`src/rtl/pipe_stage_hs.sv`:
```
// ---------------------------------------------------------------------------
// pipe_stage_hs
//   Handshaked pipeline register placed between two adjacent core stages.
//   Carries an opaque payload bundle plus its PC across a valid/ready
//   boundary with one cycle of latency. It supports a downstream stall, a
//   synchronous flush, and an optional second (skid) entry that lets
//   in_ready come straight from state flops instead of from out_ready.
//
// Parameters
//   WIDTH    payload bundle width (packed by the instantiating stage)
//   PC_W     PC width
//   SKID_EN  1: two-entry skid buffer, registered in_ready
//            0: single entry, in_ready combinational from out_ready
//   STALL_W  width of the saturating stall counter
//
// Ports
//   clock      core clock, rising edge
//   reset      asynchronous active-high reset, clears all state
//   flush      synchronous kill of all held entries, highest priority
//   in_valid   upstream offers an entry
//   in_ready   this stage accepts an entry this cycle
//   in_data    upstream payload
//   in_pc      upstream PC
//   out_valid  head entry is valid
//   out_ready  downstream accepts the head entry this cycle
//   out_data   head payload
//   out_pc     head PC
//   stall_cnt  cycles spent with out_valid=1 and out_ready=0 (saturating)
// ---------------------------------------------------------------------------
module pipe_stage_hs #(
  parameter int WIDTH   = 128,
  parameter int PC_W    = 64,
  parameter int SKID_EN = 1,
  parameter int STALL_W = 16
) (
  input  logic               clock,
  input  logic               reset,
  input  logic               flush,
  input  logic               in_valid,
  output logic               in_ready,
  input  logic [WIDTH-1:0]   in_data,
  input  logic [PC_W-1:0]    in_pc,
  output logic               out_valid,
  input  logic               out_ready,
  output logic [WIDTH-1:0]   out_data,
  output logic [PC_W-1:0]    out_pc,
  output logic [STALL_W-1:0] stall_cnt
);

  // State encoding is chosen so that bit 0 is "main entry valid" and bit 1
  // is "skid entry valid". out_valid and in_ready are then plain functions
  // of single state flops, with no decode logic in front of them.
  typedef enum logic [1:0] {
    ST_EMPTY = 2'b00,
    ST_ONE   = 2'b01,
    ST_TWO   = 2'b11
  } state_e;

  state_e state_q, state_d;

  logic main_valid;
  logic skid_valid;
  logic in_fire;
  logic out_fire;

  logic [WIDTH-1:0]   main_data_q;
  logic [PC_W-1:0]    main_pc_q;
  logic [WIDTH-1:0]   skid_data_q;
  logic [PC_W-1:0]    skid_pc_q;
  logic [STALL_W-1:0] stall_cnt_q;

  logic main_load_in;
  logic main_load_skid;

  assign main_valid = state_q[0];
  assign skid_valid = state_q[1];

  assign in_fire  = in_valid && in_ready;
  assign out_fire = main_valid && out_ready;

  // -------------------------------------------------------------------------
  // FSM: state register
  // -------------------------------------------------------------------------
  always_ff @(posedge clock or posedge reset) begin
    if (reset) begin
      state_q <= ST_EMPTY;
    end else begin
      state_q <= state_d;
    end
  end

  // -------------------------------------------------------------------------
  // FSM: next state
  // Without the skid entry, an input in ONE (FULL) can only be accepted
  // together with an output, so ST_TWO is unreachable in that build.
  // -------------------------------------------------------------------------
  always_comb begin
    state_d = state_q;
    if (flush) begin
      state_d = ST_EMPTY;
    end else begin
      case (state_q)
        ST_EMPTY: begin
          if (in_fire) begin
            state_d = ST_ONE;
          end
        end
        ST_ONE: begin
          if (in_fire && !out_fire) begin
            state_d = (SKID_EN != 0) ? ST_TWO : ST_ONE;
          end else if (!in_fire && out_fire) begin
            state_d = ST_EMPTY;
          end
        end
        ST_TWO: begin
          if (out_fire) begin
            state_d = ST_ONE;
          end
        end
        default: state_d = ST_EMPTY;
      endcase
    end
  end

  // -------------------------------------------------------------------------
  // FSM: outputs
  // -------------------------------------------------------------------------
  always_comb begin
    out_valid = main_valid;
    if (SKID_EN != 0) begin
      in_ready = !skid_valid;
    end else begin
      in_ready = !main_valid || out_ready;
    end
  end

  // -------------------------------------------------------------------------
  // Main entry (drives out_*)
  // It takes the input when it is empty or its current entry leaves this
  // cycle; it takes the skid entry when leaving from TWO. Flush blocks every
  // load so a dropped input never lands in a register, but it does not
  // clear the data: out_valid=0 already marks it as a bubble.
  // -------------------------------------------------------------------------
  assign main_load_in   = !flush && in_fire && (!main_valid || out_fire);
  assign main_load_skid = !flush && skid_valid && out_fire;

  always_ff @(posedge clock or posedge reset) begin
    if (reset) begin
      main_data_q <= '0;
      main_pc_q   <= '0;
    end else if (main_load_skid) begin
      main_data_q <= skid_data_q;
      main_pc_q   <= skid_pc_q;
    end else if (main_load_in) begin
      main_data_q <= in_data;
      main_pc_q   <= in_pc;
    end
  end

  assign out_data = main_data_q;
  assign out_pc   = main_pc_q;

  // -------------------------------------------------------------------------
  // Skid entry
  // Filled only when an input arrives while the main entry is stalled.
  // -------------------------------------------------------------------------
  generate
    if (SKID_EN != 0) begin : g_skid
      logic skid_load;

      assign skid_load = !flush && in_fire && main_valid && !out_fire;

      always_ff @(posedge clock or posedge reset) begin
        if (reset) begin
          skid_data_q <= '0;
          skid_pc_q   <= '0;
        end else if (skid_load) begin
          skid_data_q <= in_data;
          skid_pc_q   <= in_pc;
        end
      end
    end else begin : g_no_skid
      assign skid_data_q = '0;
      assign skid_pc_q   = '0;
    end
  endgenerate

  // -------------------------------------------------------------------------
  // Saturating stall counter; only reset clears it, flush leaves it alone.
  // -------------------------------------------------------------------------
  always_ff @(posedge clock or posedge reset) begin
    if (reset) begin
      stall_cnt_q <= '0;
    end else if (main_valid && !out_ready && (stall_cnt_q != {STALL_W{1'b1}})) begin
      stall_cnt_q <= stall_cnt_q + {{(STALL_W-1){1'b0}}, 1'b1};
    end
  end

  assign stall_cnt = stall_cnt_q;

endmodule

```
`config.mk`:
```
export PLATFORM = sky130hd
export DESIGN_NAME = pipe_stage_hs
export DESIGN_NICKNAME = d
export VERILOG_FILES = /design/src/rtl/pipe_stage_hs.sv
export SDC_FILE = /design/constraint.sdc
export NUM_CORES = 1
export LEC_CHECK = 0
export BUFFER_PORTS_ARGS = -buffer_cell sky130_fd_sc_hd__buf_4
export CAP_MARGIN = 20
export CORE_UTILIZATION = 58
export DETAILED_ROUTE_END_ITERATION = 8
export MAX_ROUTING_LAYER = met4
export PLACE_DENSITY = 0.88
export SETUP_SLACK_MARGIN = 0.02
export SYNTH_ARGS = -nofsm -noshare
export SYNTH_HDL_FRONTEND = slang
export SYNTH_SLANG_ARGS = --single-unit
```
`constraint.sdc`:
```
create_clock -name clock -period 19.15 [get_ports clock]
set_input_delay 2.8725 -clock clock [delete_from_list [all_inputs] [get_ports clock]]
set_output_delay 2.8725 -clock clock [all_outputs]
set_load 0.02 [all_outputs]
```
==> results_dict.tcl <==
set metrics [dict create \
    run_status "complete, no violations" \
    ys_top_cells_by_area "sky130_fd_sc_hd__dfrtp_1 60%, sky130_fd_sc_hd__mux2_2 13%, sky130_fd_sc_hd__mux2i_1 11%" \
    total_drc_errors_in_the_routed_layout 0 \
    count_of_synthesis_stage_warnings_from_yosys 0 \
    hold_slack_ns 0.5052 \
    hold_buffers 0 \
    timing.critical_path.arrival_ns 6.25 \
    timing.final.crit_period_ns 5.827 \
    mean_routed_wirelength_per_cell_um 19.41 \
    detailed_place_hpwl_um 26350 \
    cts.reportedPaths.clkPinSlew_ns 0.06 \
    worst_skew_pair.late_latency_ns 0.52 \
    reg2reg_slack_ns 15.19 \
    critical_path.endpoint_type "flop" \
    critPathLaunchType "input port" \
    worst-setup-path-type "in2reg" \
    critPathTopFamily "buffers and inverters" \
    min_to "skid_data_q[124]" \
    synth_flop_cell "sky130_fd_sc_hd__dfrtp_1" \
    finalSetupViolations 0 \
    grt_use_total_pct 28.28 \
    number_of_standard_cells_in_the_final_layout_excluding_fillers 2122 \
    critical-path-top-cell-by-count "sky130_fd_sc_hd__buf_4" \
    final.period_utilization_pct 30.43 \
    grt_pass1_vias 12690 \
    async_flop_share_pct 100.0 \
    finalMaxSlewViolations 0 \
    tritonroute_pass_1_iters 5 \
    io_buffers 406 \
    syn2layout_area_growth_pct 25.98 \
    postSynthNetCount 1532 \
    synth_top_family_by_area "multiplexers" \
    chipHeight_um 172.6 \
    yosys-top-cells-count "402 x sky130_fd_sc_hd__dfrtp_1, 199 x sky130_fd_sc_hd__nor2_1, 194 x sky130_fd_sc_hd__a21oi_1, 194 x sky130_fd_sc_hd__mux2_2, 193 x sky130_fd_sc_hd__mux2i_1" \
    post_layout_utilization_of_the_core_pct 74.11 \
    synth_top_area_share_pct 59.58 \
    reg2reg_to "out_data[25]" \
    drt-initial-drc-count 851 \
    final.setup_skew_ns 0.01358 \
    post-synth-top-count-cell "sky130_fd_sc_hd__dfrtp_1" \
    post_synth_edffs 0 \
    clock_tree.buffer_depth 3 \
    vias 11960 \
    critPathRequiredTime_ns 19.57 \
    rsz0062_at_grt "no" \
    core_region_area_um2 28700 \
    clock_tree.root_cell "sky130_fd_sc_hd__clkbuf_16" \
    timing_hold_violations_final 0 \
    nets 1908 \
    grt_max_degree 193 \
    critical_path.cell_chain "buf_4 > nand2b_1 > a211oi_4 > buf_4 > buf_4 > buf_4 > nor2_1 > a21oi_1" \
    synthesized_instance_count 1330 \
    number_of_clock_buffers_inserted_by_tritoncts 41 \
    placed_cells 2047 \
    ir_worst_vdd_uv 99.87 \
    synth_fa_ha_area_share_pct 0.3705 \
    globalRouteOverflowTotal 0 \
    totalWireLength_um 41190 \
    worst_hold_startpoint "skid_data_q[124]" \
    cellPowerDensity_nw_per_um2 154.9 \
    achievable-frequency_ghz 0.1716 \
    critPathMaxFanout 103 \
    ff2ff_path_depth 7 \
    die_width_um 172.6 \
    critical_path_buf_inv_count 4 \
    timing.critical_path.from "in_valid" \
    tritoncts_num_sinks 402 \
    synth_area_per_cell_um2 12.69 \
    timing.rr.start "state_q[1]" \
    ant_nets 0 \
    hold_depth 1 \
    power.static_leakage_uw 0.01081 \
    max_cap_viols 0 \
    floorplan.io_pins 407 \
    initial_utilization_pct 58.82 \
    die_area_um2 29800 \
    grt_pass1_wl_um 65650 \
    routabilityCongestion 0.8322 \
    row_count 62 \
    synth_area_leader_cell "sky130_fd_sc_hd__dfrtp_1" \
    post_synth_mux_area_share_pct 24.38 \
    area_fraction_in_compound_gates_after_synthesis_pct 5.914 \
    cts_tree "built" \
    synth.cell_area_um2 16880 \
    grt_antenna_before_repair 4 \
    relSlewSlack_pct 26.75 \
    totalNegativeSetupSlack_ns 0 \
    synthesized_area_fraction_occupied_by_xor_and_xnor_cells_pct 0.7781 \
    synth_cell_type_count 28 \
    routed_via_density 5.634 \
    worst_hold_path_type "reg2reg" \
    worst_path_largest_cell_delay_ns 0.89 \
    timing_worst_slew_pin_value_ns 1.099 \
    cts.htree.levels 2 \
    cts_repair_resized_insts 0 \
    synth-simple-area-share_pct 5.602 \
    layout-drive-gt1-share_pct 38.99 \
    cts.repair_timing.setup_buffer_count 0 \
    library_cell_contributing_the_largest_single_delay_on_the_critical_path "sky130_fd_sc_hd__buf_4" \
    synth.yosys.seq_area_share_pct 59.58 \
    ys_seq_elements 402 \
]
power breakdown:
group | switching, uW | internal, uW
clock | 320 | 446
combinational | 570 | 511
sequential | 223 | 1230
total | 1110 | 2180
per-stage QoR:
stage	instance area (um^2)	total power (uW)	setup slack, ns
4_1_cts	21260	3311	13.45
5_1_grt	21270	3452	13.16
2_1_floorplan	16880	2051	5.096
3_3_place_gp	19990	2455	13.13
6_report	21270	3295	13.32
3_5_place_dp	19990	2524	12.97
layout by cell type, fill, tap and decap left out, types with 6 or more instances in the layout:
| master | count |
|---|---|
| sky130_fd_sc_hd__mux2_2 | 194 |
| sky130_fd_sc_hd__clkinv_2 | 7 |
| sky130_fd_sc_hd__mux2i_1 | 193 |
| sky130_fd_sc_hd__xor2_1 | 6 |
| sky130_fd_sc_hd__nand2_1 | 7 |
| sky130_fd_sc_hd__clkbuf_16 | 41 |
| sky130_fd_sc_hd__buf_4 | 417 |
| sky130_fd_sc_hd__xnor2_1 | 9 |
| sky130_fd_sc_hd__nand3_1 | 7 |
| sky130_fd_sc_hd__dfrtp_1 | 402 |
| sky130_fd_sc_hd__clkbuf_8 | 10 |
| sky130_fd_sc_hd__nor2_1 | 199 |
| sky130_fd_sc_hd__a21oi_1 | 194 |
| sky130_fd_sc_hd__clkbuf_1 | 12 |
logic make-up after synthesis:
family | count (synthesis)
flops | 402
mux | 387
buf+inv | 89
fa+ha+maj | 5
xor+xnor | 15
simple gates | 235
compound gates | 197
flip-flops by register name, summed over array words and instances, names as in the netlist:
name,flops
state_q,2
out_pc,64
out_data,128
skid_data_q,128
stall_cnt,16
skid_pc_q,64
worst max-delay path by stage:
stage,to,cells after the start
6_report,out_data[25],8
5_1_grt,out_data[122],8
4_1_cts,out_data[25],8
3_5_place_dp,out_data[1],8
3_3_place_gp,out_data[122],8
2_1_floorplan,out_data[0],1
per-layer routing:
| layer | up-vias | GRT usage, % | routed length, um |
|---|---|---|---|
| met3 | 139 | 5.739 | 2641 |
| met2 | 418 | 46.24 | 20700 |
| met1 | 6019 | 32.89 | 15550 |
| met4 | 0 | 15.40 | 2294 |
| li1 | 5380 | - | - |
| met5 | - | - | 0 |
worst reg2reg max path: cells and delay by family (launching register included):
family                 cells  cell delay [ns]
AOI/OAI and AO/OA          2             0.46
buffers and inverters      3             2.45
DFF                        1             0.44
and+or+nand+nor            2             0.52
cell type report:
class	count	area (um^2)
inverter	4	22.52
antenna	4	10.01
clock inverter	8	65.06
sequential	402	10060
multi-input combinational	839	6274
timing repair buffer	418	3151
clock buffer	63	1209
tap	384	480.5
fill	1856	7432
Power figures use the tool's default switching activity.
